--- src/rtl/mem_bus_arbiter.sv ---
// Arbitrates instruction-fetch and data requesters onto one Avalon-MM port, alternating grants when both are pending.
// Ack pulses 2+W cycles after the grant cycle (W = waitrequest cycles); the granted request is frozen while the bus stalls.
module mem_bus_arbiter #(
   parameter int unsigned TIMEOUT_CYCLES = 0
) (
   input  logic        clk,
   input  logic        reset,
   input  logic        if_req,
   input  logic [31:0] if_addr,
   output logic        if_ack,
   output logic [31:0] if_rdata,
   input  logic        d_req,
   input  logic        d_we,
   input  logic [31:0] d_addr,
   input  logic [31:0] d_wdata,
   input  logic [3:0]  d_be,
   output logic        d_ack,
   output logic [31:0] d_rdata,
   output logic [31:0] avm_address,
   output logic        avm_read,
   output logic        avm_write,
   output logic [31:0] avm_writedata,
   output logic [3:0]  avm_byteenable,
   input  logic        avm_waitrequest,
   input  logic [31:0] avm_readdata,
   output logic        busy,
   output logic        timeout_err
);

   typedef enum logic [1:0] {IDLE, BUS, RESP} state_t;

   state_t      state_q, state_d;
   logic        last_data_q, last_data_d;   // last_grant: 0 = fetch, 1 = data
   logic        gnt_data_q, gnt_data_d;
   logic [31:0] addr_q, addr_d;
   logic [31:0] wdata_q, wdata_d;
   logic [31:0] rdata_q, rdata_d;
   logic [3:0]  be_q, be_d;
   logic        rd_q, rd_d;
   logic        wr_q, wr_d;
   logic        if_ack_q, if_ack_d;
   logic        d_ack_q, d_ack_d;
   logic        err_q, err_d;
   logic [31:0] wait_cnt_q, wait_cnt_d;
   logic        pick_data;
   logic        timeout_hit;

   // Data wins when it is the only requester or when fetch was served last.
   assign pick_data   = d_req & (~if_req | ~last_data_q);
   assign timeout_hit = (TIMEOUT_CYCLES != 0) && (wait_cnt_q == TIMEOUT_CYCLES - 32'd1);

   always_comb begin
      state_d     = state_q;
      last_data_d = last_data_q;
      gnt_data_d  = gnt_data_q;
      addr_d      = addr_q;
      wdata_d     = wdata_q;
      rdata_d     = rdata_q;
      be_d        = be_q;
      rd_d        = rd_q;
      wr_d        = wr_q;
      if_ack_d    = 1'b0;
      d_ack_d     = 1'b0;
      err_d       = err_q;
      wait_cnt_d  = wait_cnt_q;

      case (state_q)
         IDLE: begin
            if (if_req | d_req) begin
               gnt_data_d  = pick_data;
               last_data_d = pick_data;
               wait_cnt_d  = '0;
               state_d     = BUS;
               if (pick_data) begin
                  addr_d  = d_addr & 32'hFFFF_FFFC;
                  wdata_d = d_wdata;
                  be_d    = d_be;
                  rd_d    = ~d_we;
                  wr_d    = d_we;
               end else begin
                  addr_d  = if_addr & 32'hFFFF_FFFC;
                  wdata_d = '0;
                  be_d    = 4'hF;
                  rd_d    = 1'b1;
                  wr_d    = 1'b0;
               end
            end
         end
         BUS: begin
            if (!avm_waitrequest) begin
               rdata_d  = rd_q ? avm_readdata : '0;
               rd_d     = 1'b0;
               wr_d     = 1'b0;
               if_ack_d = ~gnt_data_q;
               d_ack_d  = gnt_data_q;
               state_d  = RESP;
            end else if (timeout_hit) begin
               rdata_d  = '0;
               err_d    = 1'b1;
               rd_d     = 1'b0;
               wr_d     = 1'b0;
               if_ack_d = ~gnt_data_q;
               d_ack_d  = gnt_data_q;
               state_d  = RESP;
            end else begin
               wait_cnt_d = wait_cnt_q + 32'd1;
            end
         end
         RESP: begin
            state_d = IDLE;
         end
         default: begin
            state_d = IDLE;
         end
      endcase
   end

   always_ff @(posedge clk) begin
      if (reset) begin
         state_q     <= IDLE;
         last_data_q <= 1'b0;
         gnt_data_q  <= 1'b0;
         addr_q      <= '0;
         wdata_q     <= '0;
         rdata_q     <= '0;
         be_q        <= '0;
         rd_q        <= 1'b0;
         wr_q        <= 1'b0;
         if_ack_q    <= 1'b0;
         d_ack_q     <= 1'b0;
         err_q       <= 1'b0;
         wait_cnt_q  <= '0;
      end else begin
         state_q     <= state_d;
         last_data_q <= last_data_d;
         gnt_data_q  <= gnt_data_d;
         addr_q      <= addr_d;
         wdata_q     <= wdata_d;
         rdata_q     <= rdata_d;
         be_q        <= be_d;
         rd_q        <= rd_d;
         wr_q        <= wr_d;
         if_ack_q    <= if_ack_d;
         d_ack_q     <= d_ack_d;
         err_q       <= err_d;
         wait_cnt_q  <= wait_cnt_d;
      end
   end

   assign avm_address    = addr_q;
   assign avm_read       = rd_q;
   assign avm_write      = wr_q;
   assign avm_writedata  = wdata_q;
   assign avm_byteenable = be_q;
   assign if_ack         = if_ack_q;
   assign d_ack          = d_ack_q;
   assign if_rdata       = rdata_q;
   assign d_rdata        = rdata_q;
   assign busy           = (state_q != IDLE);
   assign timeout_err    = err_q;

endmodule

--- config.mk ---
export PLATFORM = sky130hd
export DESIGN_NAME = mem_bus_arbiter
export DESIGN_NICKNAME = d
export VERILOG_FILES = /design/src/rtl/mem_bus_arbiter.sv
export SDC_FILE = /design/constraint.sdc
export NUM_CORES = 1
export LEC_CHECK = 0
export BUFFER_PORTS_ARGS = -buffer_cell sky130_fd_sc_hd__buf_2
export CELL_PAD_IN_SITES_DETAIL_PLACEMENT = 0
export CELL_PAD_IN_SITES_GLOBAL_PLACEMENT = 1
export CORE_MARGIN = 3
export CORE_UTILIZATION = 26
export CTS_CLUSTER_DIAMETER = 120
export DETAILED_ROUTE_END_ITERATION = 6
export PLACE_DENSITY_LB_ADDON = 0.3
export SLEW_MARGIN = 10
export SYNTH_ARGS = -nofsm -noshare
export SYNTH_HDL_FRONTEND = slang
export SYNTH_SLANG_ARGS = --single-unit
--- constraint.sdc ---
create_clock -name clk -period 1.2 [get_ports clk]
set_input_delay 0.06 -clock clk [delete_from_list [all_inputs] [get_ports clk]]
set_output_delay 0.06 -clock clk [all_outputs]
set_load 0.05 [all_outputs]
Yosys cells after proc, flatten, opt, wreduce, memory -nomap -nowiden
Cells that the tools add are included.
- output and inout port bits: 138
- register bits: 107
- bits of input ports: 138
- equal/unequal tests: 3
- bitwise gates (word level): 8
- reductions and logical operators: 8
- muxes and demuxes: 14
- operator list (cell ; count):
    32-bit 2-to-1 mux ; 3
    2-bit AND reduction ; 3
    1-bit 2-to-1 mux ; 5
    1-bit inverter ; 5
    2-bit 2-to-1 mux ; 2
    4-bit 2-to-1 mux ; 1
    2-bit != test (second input constant) ; 2
    1-bit one-hot mux with 2 select lines ; 2
    2-bit one-hot mux with 2 select lines ; 1
    2-bit nonzero test ; 2
    3-bit AND reduction ; 1
    3-bit OR reduction ; 1
    2-bit by 1-bit == test with 1-bit output (second input constant) ; 1
    2-bit logical NOT ; 1
    1-bit bitwise OR ; 2
    1-bit AND ; 1

Depth between registers and ports, before layout
- depth in word-level cells: 6
- depth in mapped cells: 5
- mapped depth without buffers: 4

Worst setup path after synthesis
OpenSTA, ideal clock, no wires.
- path kind: reg-to-reg
- start: reg state_q[1]
- end: reg addr_q[24], in the netlist avm_address[24]
- data arrival time: 1.266 ns
- library setup time: 0.133 ns
- period minus slack after synthesis: 1.399 ns
- slack: -0.199 ns
- path buffers: 1
- stages on the path, launching flop included: 6
- path through: dfxtp_1 > nor2_4 > inv_2 > nor2_2 > buf_2 > a311oi_1
- longest elaborated chain between the ends: 2
- RTL lines (what ; RTL line ; RTL):
    from (decl) ; 32 ; state_t state_q, state_d;
    from (signal assigned) ; 134 ; state_q <= state_d;
    2-bit logical NOT ; 67 ; case (state_q)
    2-bit AND reduction (no line) ; - ;
    to (signal assigned) ; 137 ; addr_q <= addr_d;
    to (decl) ; 35 ; logic [31:0] addr_q, addr_d;
Every way passes these cells.
A chain may end at the register's enable or synchronous reset.

Worst setup path in the final report
- start: reg state_q[1]
- end: out busy
- longest elaborated chain between the ends: 1
- RTL lines (what ; RTL line ; RTL):
    2-bit nonzero test ; 159 ; assign busy = (state_q != IDLE);
    to (decl) ; 26 ; output logic busy,
Every way passes these cells.

==> results.py <==
metrics = {
    "clock_network": {
        "clock_latency_ns": 0.35,
        "cts_tree": "yes",
        "root_buffer": "clkbuf_16",
        "h-tree-depth": 3,
        "clkTransAtPathRegs_ns": 0.07,
        "cts_buffer_depth": 2,
        "numCtsBuffers": 9,
        "cts.sinks": 105,
    },
    "finish": {
        "final_area_um2": 7127,
        "fillers": 1316,
        "final_common_cell": "buf_2",
        "drive_above_1_share_pct": 43.35,
        "layout_common_cells": "buf_2, dlygate4sd3_1, dfxtp_1",
        "area_delta_synth_final_pct": 77.94,
        "layout.nets": 892,
    },
    "floorplanning": {
        "io_pins": 276,
        "dieHeight_um": 130.1,
        "num_rows": 44,
        "die_w_um": 130.1,
        "core-area_um2": 14810,
        "dieArea_um2": 16930,
        "start_util_pct": 27.04,
    },
    "timing": {
        "slew_viol_final": 0,
        "period_minus_slack_ns": 1.270,
        "finalHoldViolations": 0,
        "fin_skew_ns": 0.009923,
        "setup_viol": 81,
        "setup_slack_ns": -0.07015,
        "period_share_pct": 105.8,
        "fmax_mhz": 787.3,
        "rsz0062_at_grt": "true",
    },
    "synth": {
        "ys_ff_latch": 105,
        "synth-edff-count": 0,
        "avgSynthCellArea_um2": 10.27,
        "synth_cell_types": 33,
        "async_flop_share_pct": 0,
        "syn_area_um2": 4005,
        "yosys_warnings": 0,
        "ys.flop_type": "dfxtp_1",
        "ys_seq_area_share_pct": 52.48,
        "synthCells": 390,
    },
    "routing": {
        "ant_nets": 0,
        "vias_per_cell": 4.689,
        "drc_errors": 0,
        "wl_per_cell_um": 16.03,
        "drt_iter0_markers": 198,
        "wl_um": 15130,
        "vias": 4426,
        "first_pass_iters": 4,
    },
    "place": {
        "portBuffers": 268,
        "gp_congestion": 0.7654,
        "dpl_cell_area_um2": 5395,
        "dpl.hpwl_um": 9430,
    },
    "setup_path": {
        "arrival_ns": 1.21,
        "cp_max_fo": 5,
        "end_kind": "output pin",
        "required_ns": 1.14,
        "start_kind": "flip-flop",
        "worst-setup-path-type": "reg2out",
    },
    "global_routing": {
        "grt_usage_pct": 16.67,
        "antenna_found_initial": 1,
        "grt_max_degree": 34,
        "grt_first_pass_wirelength_um": 22030,
        "grt_pass1_vias": 4351,
        "overflow": 0,
    },
    "min_path": {
        "hold_class": "in2reg",
    },
    "power_and_ir_drop": {
        "powerDensity_nw_per_um2": 1307,
        "power.total_mw": 9.318,
        "ir_worst_vdd_mv": 0.7707,
        "power.leakage_nw": 3.483,
    },
    "status": {
        "violations": "setup timing",
        "status": "finished with violations",
    },
    "job": {
        "drv_cap": 0,
    },
}
-- critical path: stages (launching register included) --
cell	delay [ns]
dfxtp_4	0.37
nor2_4	0.17
inv_6	0.07
buf_6	0.12
buf_8	0.14
-- power breakdown --
part / internal, mW / switching [mW] / leakage (nW)
Combinational: 1.01 / 1.64 / 2.48
Sequential: 3.72 / 0.137 / 0.862
Clock: 1.43 / 1.37 / 0.142
Total: 6.17 / 3.15 / 3.48
-- synthesized netlist by cell type, types with 2 or more instances --
library cell | instances | area (um^2)
a21oi_1 | 33 | 165.2
a22o_1 | 64 | 560.5
a311oi_1 | 30 | 262.8
and2_1 | 2 | 12.51
buf_2 | 20 | 100.1
buf_4 | 35 | 262.8
buf_8 | 3 | 45.04
clkbuf_1 | 8 | 30.03
dfxtp_1 | 105 | 2102
nand2_1 | 63 | 236.5
nor2_1 | 2 | 7.510
o221a_2 | 4 | 45.04
-- final timing paths --
| check | startpoint | endpoint | slack [ns] | cells past startpoint |
|---|---|---|---|---|
| setup / recovery | state_q[1]$_SDFFE_PP0P_ | busy | -0.07 | 4 |
| hold reg to reg | avm_writedata[18]$_SDFFE_PP0P_ | avm_writedata[18]$_SDFFE_PP0P_ | 0.47 | 1 |
| hold / removal | avm_waitrequest | state_q[0]$_SDFFE_PP0P_ | 0.03 | 3 |
| setup reg to reg | state_q[1]$_SDFFE_PP0P_ | d_rdata[21]$_SDFFE_PP0P_ | -0.07 | 4 |
-- through the flow --
step,std cells,TNS (ns),utilization [%],setup slack (ns),hold WS (ns)
6_report,944,-3.715,48.12,-0.07015,0.03254
5_1_grt,944,-8.998,48.12,-0.1243,0.05027
4_1_cts,942,-5.844,47.78,-0.09469,0.01568
3_5_place_dp,794,-5.935,36.43,-0.1838,0.2727
3_3_place_gp,794,-4.034,36.43,-0.1413,0.2722
2_1_floorplan,392,-2.822,-,-0.05641,0.1383
-- flip-flops by register name (all words and copies together) (netlist names) --
signal,flops
if_ack,1
avm_address,30
d_ack,1
avm_writedata,32
avm_write,1
gnt_data_q,1
state_q,2
avm_byteenable,4
avm_read,1
d_rdata,32
-- repair_timing --
item	CTS	global route
setup buffers	1	0
gates resized for setup	16	5
pin swaps	7	18
endpoints found under the setup margin	100	102
gates cloned	2	1
hold buffers	129	0
endpoints found under the hold margin	99	0
-- logic make-up after synthesis --
kind of cell    Yosys count  share of synthesized area (%)
compound gates          138                          27.34
flops                   105                          52.48
simple gates             76                          8.592
buf+inv                  70                          11.50
other cells               1                        0.09363
-- final cells by class --
type	count	area [um^2]	share of cell area [%]
inverters	2	12.51	0.1756
flip-flops and latches	105	2110	29.60
clock buffers	9	225.2	3.160
diodes	1	2.502	0.03511
clock inverters	7	52.55	0.7374
well taps	184	230.2	3.230
repair buffers	419	2997	42.05
multi-input cells	217	1498	21.01
-- metal layers --
metal / track usage (%) / vias to the layer above / part of all wire (%)
met3: 4.257 / 25 / 7.9
met4: 7.029 / 0 / 2.5
met5: 0 / - / 0
met1: 17.93 / 2052 / 38
met2: 30.78 / 222 / 52
li1: - / 2127 / -
No activity file was read; power rests on OpenSTA's default activity.
